## src/rtl/or1200_vlx_packer.sv

```systemverilog
`default_nettype none
// ============================================================================
//  Module   : or1200_vlx_packer
//  Purpose  : Variable-length code packer for JPEG entropy coding. Codes of
//             up to MAX_BITS bits are shifted MSB-first into an accumulator.
//             Whole bytes are moved into a small byte FIFO, with an optional
//             0x00 inserted after every 0xFF. The FIFO is drained one byte at
//             a time through the store-unit handshake. A flush pads the final
//             partial byte with ones and waits until every byte has been
//             stored.
//  Ports    : clk_i, rst_i             clock, synchronous active-high reset
//             set_bit_op_i, num_bits_i, dat_i
//                                      set-bit instruction and its operands
//             spr_cs, spr_write, spr_addr, spr_dat_i, spr_dat_o
//                                      control/status register access
//             ack_i, store_byte_o, vlx_addr_o, dat_o
//                                      byte store handshake
//             stall_cpu_o              CPU stall
//  Revision : 1.0  initial release
// ============================================================================
module or1200_vlx_packer #(
    parameter int          MAX_BITS   = 16,
    parameter int          ACC_W      = 32,
    parameter int          FIFO_DEPTH = 4,
    parameter logic [31:0] ADDR_RST   = 32'h0383c1d0
) (
    input  logic                clk_i,
    input  logic                rst_i,
    input  logic                set_bit_op_i,
    input  logic [4:0]          num_bits_i,
    input  logic [MAX_BITS-1:0] dat_i,
    input  logic                spr_cs,
    input  logic                spr_write,
    input  logic [1:0]          spr_addr,
    input  logic [31:0]         spr_dat_i,
    output logic [31:0]         spr_dat_o,
    input  logic                ack_i,
    output logic                store_byte_o,
    output logic [31:0]         vlx_addr_o,
    output logic [31:0]         dat_o,
    output logic                stall_cpu_o
);

    localparam int CW = $clog2(ACC_W + 1);
    localparam int PW = (FIFO_DEPTH > 1) ? $clog2(FIFO_DEPTH) : 1;
    localparam int LW = $clog2(FIFO_DEPTH + 1);

    localparam logic [1:0] c_idle  = 2'd0;
    localparam logic [1:0] c_pad   = 2'd1;
    localparam logic [1:0] c_drain = 2'd2;

    logic [ACC_W-1:0] r_acc;
    logic [CW-1:0]    r_cnt;
    logic [7:0]       r_mem [FIFO_DEPTH];
    logic [PW-1:0]    r_wr_ptr;
    logic [PW-1:0]    r_rd_ptr;
    logic [LW-1:0]    r_level;
    logic [1:0]       r_state;
    logic             r_stuff_en;
    logic [31:0]      r_addr;
    logic [31:0]      r_byte_cnt;

    logic [4:0]       w_n;
    logic [31:0]      w_sum;
    logic             w_accept;
    logic [ACC_W-1:0] w_code;
    logic             w_have_byte;
    logic [7:0]       w_top;
    logic             w_stuff;
    logic [LW-1:0]    w_free;
    logic             w_extract;
    logic [LW-1:0]    w_push_n;
    logic             w_pop;
    logic             w_pad;
    logic [3:0]       w_pad_n;
    logic [ACC_W-1:0] w_pad_ones;
    logic             w_spr_wr;
    logic             w_busy;

    always_comb begin
        // Over-long lengths are clamped rather than rejected.
        w_n         = (num_bits_i > 5'(MAX_BITS)) ? 5'(MAX_BITS) : num_bits_i;
        // Fit test uses the count before this cycle's extraction.
        w_sum       = 32'(r_cnt) + 32'(w_n);
        w_accept    = set_bit_op_i && (r_state == c_idle) && (w_sum <= 32'(ACC_W));
        // Bits of dat_i above the code length are discarded.
        w_code      = ACC_W'(dat_i) & ~({ACC_W{1'b1}} << w_n);
        w_have_byte = (r_cnt >= CW'(8));
        // Oldest eight valid bits sit just below the count.
        w_top       = 8'(r_acc >> (r_cnt - CW'(8)));
        w_stuff     = r_stuff_en && (w_top == 8'hFF);
        w_free      = LW'(FIFO_DEPTH) - r_level;
        // A stuffed 0xFF needs room for both bytes in the same cycle.
        w_extract   = w_have_byte && (w_stuff ? (w_free >= LW'(2)) : (w_free != '0));
        w_push_n    = w_extract ? (w_stuff ? LW'(2) : LW'(1)) : '0;
        w_pop       = ack_i && (r_level != '0);
        w_pad       = (r_state == c_pad) && !w_have_byte;
        w_pad_n     = 4'd8 - 4'(r_cnt);
        w_pad_ones  = ~({ACC_W{1'b1}} << w_pad_n);
        w_spr_wr    = spr_cs && spr_write;
        w_busy      = (r_state != c_idle) || (r_level != '0) || (r_cnt != '0);
    end

    // Accumulator: insert and extract may coincide; pad only happens once
    // fewer than eight bits remain, so it never overlaps an extraction.
    always_ff @(posedge clk_i) begin
        if (rst_i) begin
            r_acc <= '0;
            r_cnt <= '0;
        end else if (w_accept) begin
            r_acc <= (r_acc << w_n) | w_code;
            r_cnt <= r_cnt + CW'(w_n) - (w_extract ? CW'(8) : CW'(0));
        end else if (w_pad && (r_cnt != '0)) begin
            r_acc <= (r_acc << w_pad_n) | w_pad_ones;
            r_cnt <= CW'(8);
        end else if (w_extract) begin
            r_cnt <= r_cnt - CW'(8);
        end
    end

    // Byte storage carries no reset; the pointers define validity.
    always_ff @(posedge clk_i) begin
        if (w_extract) begin
            r_mem[r_wr_ptr] <= w_top;
            if (w_stuff) begin
                r_mem[r_wr_ptr + PW'(1)] <= 8'h00;
            end
        end
    end

    always_ff @(posedge clk_i) begin
        if (rst_i) begin
            r_wr_ptr <= '0;
            r_rd_ptr <= '0;
            r_level  <= '0;
        end else begin
            if (w_extract) begin
                r_wr_ptr <= r_wr_ptr + (w_stuff ? PW'(2) : PW'(1));
            end
            if (w_pop) begin
                r_rd_ptr <= r_rd_ptr + PW'(1);
            end
            r_level <= r_level + w_push_n - LW'(w_pop);
        end
    end

    always_ff @(posedge clk_i) begin
        if (rst_i) begin
            r_state <= c_idle;
        end else begin
            case (r_state)
                c_idle:  if (w_spr_wr && (spr_addr == 2'd0) && spr_dat_i[1]) r_state <= c_pad;
                c_pad:   if (!w_have_byte) r_state <= c_drain;
                c_drain: if ((r_cnt == '0) && (r_level == '0)) r_state <= c_idle;
                default: r_state <= c_idle;
            endcase
        end
    end

    // Software writes win over the ack-driven increments.
    always_ff @(posedge clk_i) begin
        if (rst_i) begin
            r_stuff_en <= 1'b1;
            r_addr     <= ADDR_RST;
            r_byte_cnt <= '0;
        end else begin
            if (w_spr_wr && (spr_addr == 2'd0)) begin
                r_stuff_en <= spr_dat_i[0];
            end
            if (w_spr_wr && (spr_addr == 2'd1)) begin
                r_byte_cnt <= '0;
            end else if (w_pop) begin
                r_byte_cnt <= r_byte_cnt + 32'd1;
            end
            if (w_spr_wr && spr_addr[1]) begin
                r_addr <= spr_dat_i;
            end else if (w_pop) begin
                r_addr <= r_addr + 32'd1;
            end
        end
    end

    always_comb begin
        case (spr_addr)
            2'd0:    spr_dat_o = {16'b0, 8'(r_level), w_busy, 1'b0, 6'(r_cnt)};
            2'd1:    spr_dat_o = r_byte_cnt;
            default: spr_dat_o = r_addr;
        endcase
    end

    assign store_byte_o = (r_level != '0);
    assign dat_o        = store_byte_o ? {24'b0, r_mem[r_rd_ptr]} : 32'b0;
    assign vlx_addr_o   = r_addr;
    assign stall_cpu_o  = (set_bit_op_i && !w_accept) || (r_state != c_idle);

endmodule
`default_nettype wire

```

## config.mk

```make
export PLATFORM = sky130hd
export DESIGN_NAME = or1200_vlx_packer
export DESIGN_NICKNAME = d
export VERILOG_FILES = /design/src/rtl/or1200_vlx_packer.sv
export SDC_FILE = /design/constraint.sdc
export NUM_CORES = 1
export LEC_CHECK = 0
export BUFFER_PORTS_ARGS = -buffer_cell sky130_fd_sc_hd__buf_2
export CORE_MARGIN = 4
export CORE_UTILIZATION = 50
export DETAILED_ROUTE_END_ITERATION = 6
export GPL_ROUTABILITY_DRIVEN = 0
export GPL_TIMING_DRIVEN = 0
export PLACE_DENSITY = 0.77
export REMOVE_ABC_BUFFERS = 1
export SLEW_MARGIN = 10
export SYNTH_ARGS = -nofsm -noshare
export SYNTH_HDL_FRONTEND = slang
export SYNTH_SLANG_ARGS = --single-unit
export TNS_END_PERCENT = 100
```

## constraint.sdc

```tcl
create_clock -name clk_i -period 5.91 [get_ports clk_i]
set_clock_uncertainty 0.05 [all_clocks]
set_input_delay 1.182 -clock clk_i [delete_from_list [all_inputs] [get_ports clk_i]]
set_output_delay 1.182 -clock clk_i [all_outputs]
set_load 0.02 [all_outputs]
```

# --- Yosys cells after proc, flatten, opt, wreduce, memory -nomap -nowiden ---
# Memory sizes are Yosys's and may differ from the RTL's. A register that Yosys moved wholly into a read port is not among the register bits.
# Cells that the tools add are included.
# W data, S select, Z words.
word_totals:
  regBits: 112
  mem_bits_rw: 32
  in_bits: 61
  output_inout_bits: 98
  wordCells: 102
  mem_count: 1
memory_table:
  columns: ["memory", "words", "word_bits", "read_ports", "rd_clocked_by_memory_dff", "write_ports", "line_no", "rtl"]
  rows:
  - ["r_mem", 4, 8, 1, 1, 2, "54", "logic [7:0] r_mem [FIFO_DEPTH];"]
classes:
  n_addsub: 13
  magnitude_cmp: 4
  n_eq_ne: 7
  n_shift: 5
  mux: 26
  n_bitwise: 5
  n_reduce_logical: 32
ops:
  columns: ["cell", "count"]
  rows:
  - ["$mux W32", 4]
  - ["$add A32 B1 Y32 const B", 2]
  - ["$not A32 Y32", 2]
  - ["$or A32 B32 Y32", 2]
  - ["$pmux W32 S2", 1]
  - ["$and A16 B32 Y32", 1]
  - ["$shl A32 B4 Y32", 1]
  - ["$shl A32 B4 Y32 const A", 1]
  - ["$shl A32 B5 Y32", 1]
  - ["$shl A32 B5 Y32 const A", 1]
  - ["$shr A32 B6 Y8", 1]
  - ["$mux W6", 3]
  - ["$mux W2", 8]
  - ["$logic_and A1 B1 Y1", 14]
  - ["$reduce_bool A3 Y1", 3]
  - ["$eq A8 B8 Y1 const B", 1]
  - ["$mux W8", 1]
  - ["$add A6 B5 Y7", 1]
  - ["$le A7 B6 Y1 const B", 1]
  - ["$add A6 B5 Y6", 1]
  - ["$ge A6 B4 Y1 const B", 1]
  - ["$logic_not A6 Y1", 1]
  - ["$mux W1", 6]
  - ["$pmux W2 S3", 1]
  - ["other kinds (24)", 33]

# --- Depth between registers and ports, before layout ---
# Gate-level depths: netlist (run 1).
logic_depth:
  depth_word: 9
  depth_mapped: 21

# --- Least setup slack after synthesis (run 1) ---
# Ideal clock, no wire load.
synth_timing:
  kind: "input to output"
  start: "input num_bits_i[4]"
  end: "output stall_cpu_o"
  arrival_ns: 4.828
  t_required_ns: 4.678
  slack_ns: -0.150
  stages: 16
  cell_sequence: "nand2b_1 clkbuf_1 buf_1 inv_1 buf_1 ha_1 fa_1 a21o_1 a21oi_1 xnor2_1 nor3_1 o2111ai_1 clkbuf_1 clkbuf_1 nand2_1 nand2_1"
synth_between:
  elab_chain_len: 8
synth_rtl:
  columns: ["item", "line_no", "rtl"]
  rows:
  - ["start, declared", "30", "input logic [4:0] num_bits_i,"]
  - ["$gt A5 B5 Y1", "82", "w_n = (num_bits_i > 5'(MAX_BITS)) ? 5'(MAX_BITS) : num_bits_i;"]
  - ["$mux W5 *", "82", null]
  - ["$add A6 B5 Y7 *", "84", "w_sum = 32'(r_cnt) + 32'(w_n);"]
  - ["$le A7 B6 Y1 *", "85", "w_accept = set_bit_op_i && (r_state == c_idle) && (w_sum <= 32'(ACC_W));"]
  - ["$logic_and A1 B1 Y1 *", "85", null]
  - ["$logic_not A1 Y1 *", "194", "assign stall_cpu_o = (set_bit_op_i && !w_accept) || (r_state != c_idle);"]
  - ["$logic_and A1 B1 Y1 *", "194", null]
  - ["$logic_or A1 B1 Y1 *", "194", null]
  - ["end, declared", "41", "output logic stall_cpu_o"]
# Every way passes the cells marked *; elsewhere a longest branch is shown, timed or not.

# --- Worst setup path in the final report (run 1) ---
layout_timing:
  start: "register r_cnt[3]"
  end: "register r_cnt[5]"
layout_between:
  elab_chain_len: 9
  word_cells_on_any_way: 21
  classes_between: "add/sub (4); order compare (2); eq/ne (1); shift (1); mux (5); reduce/logical (8)"
layout_rtl:
  columns: ["item", "line_no", "rtl"]
  rows:
  - ["start, declared", "53", "logic [CW-1:0] r_cnt;"]
  - ["start signal, assigned", "112", "r_cnt <= r_cnt + CW'(w_n) - (w_extract ? CW'(8) : CW'(0));"]
  - ["start signal, assigned", "117", "r_cnt <= r_cnt - CW'(8);"]
  - ["$sub A6 B4 Y6", "90, 117", null]
  - ["$shr A32 B6 Y8", "90", "w_top = 8'(r_acc >> (r_cnt - CW'(8)));"]
  - ["$eq A8 B8 Y1", "91", "w_stuff = r_stuff_en && (w_top == 8'hFF);"]
  - ["$logic_and A1 B1 Y1", "91", null]
  - ["$mux W1", "94", "w_extract = w_have_byte && (w_stuff ? (w_free >= LW'(2)) : (w_free != '0));"]
  - ["$logic_and A1 B1 Y1", "94", null]
  - ["$mux W4", "112", null]
  - ["$sub A6 B4 Y6", "112", null]
  - ["$mux W6", "110", "end else if (w_accept) begin"]
# Parallel ways exist; a longest one is shown, timed or not. The select of a mux whose other input is x is not followed.
# A chain may end at the register's enable or synchronous reset.

==> results_dict.tcl, run 1 <==
set metrics [dict create \
    status "finished clean" \
    synthArstFlopShare_pct 0 \
    cts_max_level 4 \
    core_area_mm2 0.0244 \
    yosys.area.top_type "dfxtp_1" \
    clkLatencyLatePin_ns 0.44 \
    wire_per_inst_um 20.2 \
    final_nets 1668 \
    numCtsBuffers 17 \
    start_util_pct 50.9 \
    die_area_mm2 0.0274 \
    fin_cells 1914 \
    wl_met3_mm 4.05 \
    cts_tree "done" \
    stdcell_area_mm2 0.0137 \
    drive_gt1_share_pct 17.7 \
    fp.dieH_um 166 \
    io_pins 159 \
    period_needed_ns 5.55 \
    critPathLaunchType "flop" \
    cts.sinks 146 \
    io_buffers 134 \
    synth-edff-count 0 \
    worstMarginPinSlew_ns 1.24 \
    antenna_left 0 \
    cp_data_arrival_time_ns 5.84 \
    dpl.cell_count 1878 \
    grt_max_degree 73 \
    vias 12500 \
    synth_flop_cell "dfxtp_1" \
    wl_mm 38.6 \
    root_buffer "clkbuf_16" \
    worstPathCellList "clkinv_1 > ha_1 > or3b_2 > nor2_1 > a31o_2 > a2111oi_0 > and4_1 > nor2_4 > fa_1 > ha_1 > inv_1 > o21bai_1 > a21oi_1 > xnor2_1 > o22ai_1 > o21a_1" \
    synth_cell_types 78 \
    tns_ns 0 \
    cp_max_fo 21 \
    slowest_delay_ns 0.90 \
    hold_class "flop to flop" \
    grt_usage_pct 26.4 \
    vias_per_cell 6.53 \
    crit_type "flop to flop" \
    max_freq_mhz 180 \
    avgSynthCellArea_um2 7.97 \
    dr.pass1.iters 6 \
    ir_drop_uv 280 \
    fp.dieW_um 166 \
    rsz0062_at_grt "false" \
    powerDensity_mw_per_mm2 432 \
    synth_seq_cells 146 \
    ys_warn_count 0 \
    num_rows 57 \
    ys_seq_area_share_pct 23.5 \
    setup_viol 0 \
    cts.path.max_buffers 2 \
    cellLeakagePower_nw 5.31 \
    worst_slew_margin_rel_pct 17.2 \
    r2r_setup_slack_ns 0.36 \
    drv_cap 0 \
    grt_pass1_wl_mm 60.8 \
    synth.top_cells.by_area "dfxtp_1 24%, mux2i_1 10%, mux4_2 6.9%, nand2_1 5.7%, a211oi_1 5.5%" \
    placed_area_mm2 0.0130 \
    slew_viol_final 0 \
    dpl.hpwl_mm 26.7 \
    wl_met2_mm 18.0 \
    antenna_found_initial 0 \
    syn_area_mm2 0.0124 \
    antenna_cells 0 \
    drt_iter0_markers 1795 \
    slowest_stage "a2111oi_0" \
    area_growth_pct 10.4 \
    critPathRequiredTime_ns 6.19 \
    remaining_drc_errors 0 \
    grt.overflow.total 0 \
    post-route-period-util_pct 94.0 \
    clk_pin_slew_ns 0.07 \
    wl_met1_mm 15.2 \
    highest_layer "met4" \
    worst_path_most_repeated_cell "ha_1" \
    final-hold-violation-count 0 \
    end_kind "flop" \
    syn_inst 1559 \
    yosysTopAreaCellShare_pct 23.5 \
    grt_pass1_vias 11500 \
]
-- Yosys cell counts, drive strengths merged, types with 4 or more instances --
cell type and number:
o22ai 13, mux4 38, dfxtp 146, a311oi 10
buf 59, nor2 119, inv 56, o21ai 89
a32o 7, a221oi 7, a21o 6, a21oi 51
ha 27, xnor2 27, and4 7, mux2i 129
nand3 38, nor2b 15, nor4 7, nand2 188
a2111oi 11, clkbuf 110, o31ai 8, a31oi 8
o32ai 12, o211ai 20, a211oi 92, o2111ai 4
o21a 6, nand2b 8, mux2 32, a31o 8
or3 10, and3 16, a22o 5, nor3 36
xor2 45, nand4 21, and2 26
-- worst max-delay path, delay by kind of cell (launching register included) --
family	cells	cell delay, ns
flops	1	0.63
fa+ha+maj	3	1.39
buf+inv	2	0.50
xor+xnor	1	0.14
compound gates	6	1.66
simple gates	4	1.06
-- kinds of logic (layout without fill, tap and decap cells) --
| family | after synthesis | after routing | synth area share, % |
|---|---|---|---|
| AND/OR/NAND/NOR | 502 | 503 | 18.8 |
| AO/OA/AOI/OAI | 382 | 382 | 21.3 |
| buffers and inverters | 227 | 234 | 7.86 |
| multiplexers | 199 | 199 | 20.2 |
| flip-flops | 146 | 146 | 23.5 |
| XOR/XNOR | 72 | 72 | 5.08 |
| adder cells (fa/ha/maj) | 30 | 30 | 3.20 |
| other | 1 | 24 | 0.0302 |
-- power breakdown --
part | leakage [nW] | internal, mW | switching, mW
combinational | 3.83 | 1.29 | 1.91
clock | 0.285 | 0.601 | 0.501
sequential | 1.20 | 1.19 | 0.438
total | 5.31 | 3.08 | 2.85
-- placed cells by master, fill, tap and decap left out, types with 8 or more instances in the layout --
cell type | netlist | routed
and3_1 | 16 | 16
dfxtp_1 | 146 | 143
conb_1 | 1 | 24
nor3_1 | 36 | 35
inv_1 | 52 | 51
nand4_1 | 21 | 21
clkbuf_16 | 0 | 17
nor2b_1 | 15 | 12
xnor2_1 | 27 | 24
nand3_1 | 38 | 36
o22ai_1 | 13 | 13
a311oi_1 | 10 | 10
o21ai_0 | 88 | 88
ha_1 | 27 | 26
o211ai_1 | 18 | 18
a31oi_1 | 8 | 8
and2_1 | 26 | 26
a211oi_1 | 91 | 91
or3_1 | 10 | 10
buf_2 | 12 | 132
mux2_2 | 31 | 31
xor2_1 | 45 | 45
a21oi_1 | 51 | 51
nor2_1 | 118 | 118
mux4_2 | 38 | 38
a2111oi_0 | 11 | 11
o32ai_1 | 12 | 12
nand2_1 | 188 | 188
mux2i_1 | 129 | 129
-- repair_timing --
| item | 4_1_cts | 5_1_grt |
|---|---|---|
| hold buffers | 0 | 0 |
| setup endpoints to repair | 15 | 4 |
| pin swaps | 1 | 1 |
| resized for setup | 8 | 5 |
| gates cloned | 0 | 1 |
| setup buffers | 1 | 2 |
-- metal layers --
layer / GRT usage, % / vias up
met5: 0 / -
met4: 11.2 / 0
li1: - / 5695
met3: 5.55 / 118
met2: 43.2 / 822
met1: 33.9 / 5858
-- final timing paths --
| kind | from | to | cells past startpoint |
|---|---|---|---|
| hold / removal | r_mem[1][6] | r_mem[1][6] | 2 |
| setup reg to reg | r_cnt[3] | r_cnt[5] | 16 |
| hold reg to reg | r_mem[1][6] | r_mem[1][6] | 2 |
| setup / recovery | r_cnt[3] | r_cnt[5] | 16 |
-- registers in the layout, summed over array words and instances, names as in the netlist, named ones only --
signal      flops
r_acc          32
r_byte_cnt     32
r_cnt           6
r_level         3
r_mem          32
r_rd_ptr        2
r_state         2
r_stuff_en      1
r_wr_ptr        2
vlx_addr_o     32
-- metrics by stage --
stage / total power [mW] / utilization [%] / setup slack, ns / hold slack [ns]
after floorplan: 3.71 / - / -1.21 / 0.371
after global placement: 4.53 / 52.6 / -3.82 / 0.391
after detailed placement: 4.66 / 53.4 / -1.22 / 0.399
after CTS: 5.79 / 56.0 / 0.0252 / 0.410
after global routing: 6.24 / 56.2 / 0.0987 / 0.432
final: 5.93 / 56.2 / 0.356 / 0.414
-- layout make-up --
cell class / count / area (um2)
flip-flops and latches: 146 / 2930
clock inverters: 14 / 158
repair buffers: 144 / 838
clock buffers: 18 / 429
well taps: 324 / 405
fillers: 2111 / 10700
inverters: 58 / 221
multi-input cells: 1210 / 8730
No activity file was read; power rests on OpenSTA's default activity.
==> run 2: changes to the inputs <==
Settings changed: ABC_AREA from default to 1.
==> run 2 against run 1 <==
Area after synthesis grew 1.3%. Cell area rose by 0.99%. Combinational power is 17% higher. Clock-buffer cell count rose by 1. Critical path depth did not move. First-iteration DRC count grew 4.5%. Total power increased by 7.7%. Via count is 17% higher. Clock power about the same. Hold slack better by 0.019 ns. Non-clock buffer count unchanged.
==> results_dict.tcl, run 2 <==
set metrics [dict create \
    cellLeakagePower_nw 6.69 \
    start_util_pct 51.3 \
    synth_xor_area_share_pct 2.99 \
    fp.dieW_um 167 \
    post-route-period-util_pct 98.3 \
    synthArstFlopShare_pct 0 \
    dpl.cell_count 2469 \
    crit_type "input port to output pin" \
    vias 14600 \
    dr.pass1.iters 6 \
    max_freq_mhz 172 \
    ys_seq_area_share_pct 23.2 \
    fillers 2469 \
    synth_flop_cell "dfxtp_1" \
    final-hold-violation-count 0 \
    wire_per_inst_um 16.9 \
    crit_buf_inv 7 \
    grt_max_degree 46 \
    slowest_delay_ns 0.44 \
    dpl.hpwl_mm 30.2 \
    rsz0062_at_grt "false" \
    syn_area_mm2 0.0126 \
    area_growth_pct 10.0 \
    cts_max_level 4 \
    stdcell_area_mm2 0.0139 \
    vias_per_cell 5.82 \
    end_kind "output pin" \
    setup_viol 0 \
    wl_mm 42.5 \
    synth_top_family_by_area "simple AND/OR/NAND/NOR gates" \
    critPathRequiredTime_ns 4.68 \
    fp.dieH_um 167 \
    clk_pin_slew_ns 0.06 \
    worstPathCellList "clkbuf_4 > clkinvlp_4 > buf_4 > nand2_8 > clkinvlp_4 > buf_4 > fa_1 > nand3_1 > nand3_1 > xor2_1 > nand3_1 > nand3_1 > nand2_8 > clkinvlp_4 > o21ai_0 > buf_2" \
    synth.most_common_cell "nand2_1" \
    num_rows 57 \
    root_buffer "clkbuf_16" \
    syn_inst 2122 \
    synthAdderAreaFrac_pct 3.16 \
    avgSynthCellArea_um2 5.93 \
    r2r_setup_slack_ns 0.82 \
    io_buffers 134 \
    multi_input_area_mm2 0.00829 \
    synth_seq_cells 146 \
    period_needed_ns 5.81 \
    grt_usage_pct 28.6 \
    hold_class "flop to flop" \
    worst_path_most_repeated_cell "nand3_1" \
    core_area_mm2 0.0245 \
    die_area_mm2 0.0278 \
    yosysTopAreaCellShare_pct 23.2 \
    ff_latch_area_mm2 0.00293 \
    cts.sinks 146 \
    yosys.area_share.simple_pct 35.9 \
    hold-worst-slack_ns 0.433 \
    cp_max_fo 33 \
    clkLatencyLatePin_ns 0.44 \
    fin_cells 2515 \
    placed_area_mm2 0.0131 \
    antenna_found_initial 0 \
    yosys.area.top_type "dfxtp_1" \
    slew_viol_final 0 \
    antenna_cells 0 \
    final_nets 2269 \
    io_pins 159 \
    grt_pass1_vias 13200 \
    drv_cap 0 \
    worst_slew_margin_rel_pct 25.8 \
    grt.overflow.total 0 \
    finalPower_mw 6.39 \
    synth_compound_area_share_pct 21.0 \
    ir_drop_uv 241 \
    synth.mux.area_fraction_pct 1.27 \
    slowest_stage "fa_1" \
    cts_hold_buffers 0 \
    numCtsBuffers 17 \
    antenna_left 0 \
    cp_data_arrival_time_ns 4.58 \
    tns_ns 0 \
    synth_cell_types 63 \
    grt_pass1_wl_mm 66.8 \
    drive_gt1_share_pct 11.0 \
    drt_iter0_markers 1876 \
    ys_warn_count 0 \
    powerDensity_mw_per_mm2 461 \
    ys_top_cells_by_count "596 x nand2_1, 221 x inv_1, 216 x o21ai_0, 198 x nor2_1, 157 x nand3_1" \
    cts.path.max_buffers 2 \
    cts_tree "done" \
    synth-edff-count 0 \
    critPathLaunchType "input port" \
    status "finished clean" \
    synth.top_cells.by_area "dfxtp_1 23%, nand2_1 18%, o21ai_0 8.6%, inv_1 6.6%, nand3_1 6.2%" \
    final_cell_mix "591 x nand2_1, 216 x inv_1, 216 x o21ai_0" \
    cp_top_family "buffers and inverters" \
    remaining_drc_errors 0 \
    final_common_cell "nand2_1" \
    worstMarginPinSlew_ns 1.11 \
]
[run 2: kinds of logic (layout without fill, tap and decap cells)]
group	after synthesis	in the layout
buffers and inverters	369	414
other	1	24
muxes	16	16
and+or+nand+nor	1054	1055
xor gates and xnor gates	43	43
DFF	146	146
AOI/OAI and AO/OA	463	463
adders and majority gates	30	30
[run 2: tightest hold or removal path, stage by stage, from the launching register on]
cell	delay [ns]
dfxtp_1	0.32
nor2_1	0.05
nor2_1	0.08
[run 2: final timing paths]
kind                      start          end  cells after the start
setup reg to reg       r_cnt[2]     r_cnt[5]                     23
setup / recovery  num_bits_i[4]  stall_cpu_o                     16
hold reg to reg     r_mem[1][7]  r_mem[1][7]                      2
hold / removal      r_mem[1][7]  r_mem[1][7]                      2
[run 2: area by class of cell]
cell class,count,share of cell area (%)
sequential,146,21.1
inverter,234,6.49
clock buffer,19,3.20
multi-input combinational,1631,59.8
timing repair buffer,144,5.46
clock inverter,13,0.840
timing repair inverter,4,0.145
tap,324,2.93
[run 2: repair_timing]
item / CTS / global route
resized for setup: 13 / 5
endpoints found under the setup margin: 39 / 2
setup buffers: 4 / 5
pin swaps: 0 / 1
gates cloned: 3 / 2
[run 2: stage by stage]
stage | worst slack, ns | utilization, %
final | 0.0994 | 56.5
after global routing | 0.00996 | 56.5
after CTS | -0.147 | 56.1
after detailed placement | -2.13 | 53.4
after global placement | -2.72 | 53.3
after floorplan | -0.652 | -
[run 2: metal layers]
metal  vias to the layer above  GRT usage [%]  share of wire (%)
met5                         -              0                  0
met4                         0           10.9                3.9
met3                       154           5.43                 11
met2                       834           45.6                 44
met1                      6568           38.7                 41
li1                       7073              -                  -
[run 2: power breakdown]
part	switching [mW]	internal, mW	leakage, nW	total [mW]
Sequential	0.325	1.26	1.20	1.58
Combinational	2.58	1.14	5.21	3.73
Clock	0.506	0.566	0.280	1.07
==> run 3: changes to the inputs <==
Settings changed: CTS_BUF_LIST from default to sky130_fd_sc_hd__clkbuf_4.
==> run 3 against run 2 <==
Clock-buffer cell count decreased by 1. Final cell count unchanged. First-iteration DRC count increased by 4.7%. Critical path type unchanged.
==> results_dict.tcl, run 3 (synthesis gave the netlist of run 2 again) <==
set metrics [dict create \
    status "finished clean" \
    wl_mm 42.2 \
    worst_slew_margin_rel_pct 24.0 \
    met1_usage_pct 38.5 \
    crit_start "num_bits_i[4]" \
    root_buffer "clkbuf_4" \
    hold_class "flop to flop" \
    grt.overflow.total 0 \
    slowest_stage "fa_1" \
    antenna_found_initial 1 \
    stdcell_area_mm2 0.0135 \
    drt_iter0_markers 1965 \
    powerDensity_mw_per_mm2 439 \
    rsz0062_at_grt "false" \
    clkLatencyLatePin_ns 0.61 \
    cellLeakagePower_nw 6.55 \
    grt_max_degree 46 \
    cp_data_arrival_time_ns 4.55 \
    slowest_delay_ns 0.42 \
    p_sw_mw 3.36 \
    dr.pass1.iters 7 \
    grt_pass1_vias 13200 \
    worst_path_most_repeated_cell "nand3_1" \
    fp.dieH_um 167 \
    hold_depth 1 \
    start_util_pct 51.3 \
    hold-worst-slack_ns 0.443 \
    drive_gt1_share_pct 11.0 \
    finalPower_mw 5.94 \
    dpl_worst_slack_ns -2.13 \
    drv_cap 0 \
    fin_ws_ns 0.126 \
    post-route-period-util_pct 97.9 \
    met3_usage_pct 5.76 \
    area_growth_pct 7.56 \
    critPathRequiredTime_ns 4.68 \
    final_nets 2268 \
    final_common_cell "nand2_1" \
    io_buffers 134 \
    fillers 2521 \
    cts_tree "done" \
    clk_pin_slew_ns 0.15 \
    crit_type "input port to output pin" \
    max_freq_mhz 173 \
    vias_per_cell 5.83 \
    cts.sinks 146 \
    num_rows 57 \
    internal_power_mw 2.59 \
    r2r_start "r_cnt[0]" \
    dpl.hpwl_mm 30.2 \
    grt_util_met2_pct 45.3 \
    ir_drop_uv 219 \
    slew_viol_final 0 \
    die_area_mm2 0.0278 \
    final_cell_mix "591 x nand2_1, 216 x inv_1, 216 x o21ai_0" \
    setup_viol 0 \
    tns_ns 0 \
    end_kind "output pin" \
    busiest_layer "met2" \
    core_area_mm2 0.0245 \
    seq_power_share_pct 26.6 \
    fp.dieW_um 167 \
    numCtsBuffers 17 \
    cp_max_fo 42 \
    critPathLaunchType "input port" \
    remaining_drc_errors 0 \
    cts_max_level 4 \
    worstMarginPinSlew_ns 1.14 \
    vias 14700 \
    rr_worst_depth 12 \
    worstPathCellList "buf_4 > clkinvlp_4 > nand2_8 > clkinvlp_4 > ha_1 > fa_1 > nand3_1 > nand3_1 > xor2_1 > nand3_1 > nand3_1 > nand2_8 > clkinvlp_4 > o21ai_0 > buf_2" \
    final-hold-violation-count 0 \
    swShare_pct 56.5 \
    comb_power_share_pct 62.7 \
    period_needed_ns 5.78 \
    wire_per_inst_um 16.8 \
    grt_pass1_wl_mm 66.4 \
    pwr-share-clk_pct 10.7 \
    io_pins 159 \
    grt_usage_pct 28.5 \
    placed_area_mm2 0.0131 \
    hp-start "r_rd_ptr[0]" \
    antenna_left 0 \
    cts.path.max_buffers 2 \
]
## run 3: cell type report
type,instances,area [um2],area share [%]
Clock buffer,18,135,0.998
Sequential cell,146,2930,21.6
Tap cell,324,405,2.99
Timing Repair Buffer,143,748,5.52
Timing Repair inverter,4,20.0,0.148
Antenna cell,1,2.50,0.0185
Clock inverter,14,120,0.887
Inverter,234,898,6.63
Multi-Input combinational cell,1631,8290,61.2
## run 3: final timing paths
path	end	slack, ns
max reg2reg	r_acc[30]	0.82
max	stall_cpu_o	0.13
min reg2reg	r_rd_ptr[0]	0.44
min	r_rd_ptr[0]	0.44
## run 3: timing repair
| item | 4_1_cts | 5_1_grt |
|---|---|---|
| setup endpoints to repair | 39 | 4 |
| buffers inserted | 5 | 3 |
| hold buffers | 0 | 0 |
| cloned | 3 | 2 |
| pin swaps | 0 | 1 |
| gates resized for setup | 14 | 4 |
| endpoints found under the hold margin | 0 | 0 |
## run 3: layer usage
layer | vias up | part of all wire (%)
met5 | - | 0
met4 | 0 | 3.8
met2 | 830 | 44
li1 | 7078 | -
met1 | 6604 | 41
met3 | 156 | 11
## run 3: critical path: cells and delay by family
family | cells | cell delay, ns
AOI/OAI and AO/OA | 1 | 0.16
xor gates and xnor gates | 1 | 0.17
adders and majority gates | 2 | 0.69
buffers and inverters | 5 | 1.13
and+or+nand+nor | 6 | 1.17
## run 3: power groups by stage
stage | registers (mW) | clock network [mW] | logic (mW)
floorplan | 1.52 | 0 | 2.58
global placement | 1.57 | 0 | 3.50
detailed placement | 1.58 | 0 | 3.58
CTS | 1.56 | 0.637 | 3.62
global route | 1.61 | 0.684 | 4.13
finish | 1.58 | 0.637 | 3.73
## run 3: metrics by stage
stage,util [%],cells
4_1_cts,54.9,2509
5_1_grt,55.2,2515
2_1_floorplan,-,2010
3_5_place_dp,53.4,2469
3_3_place_gp,53.3,2468
6_report,55.2,2515
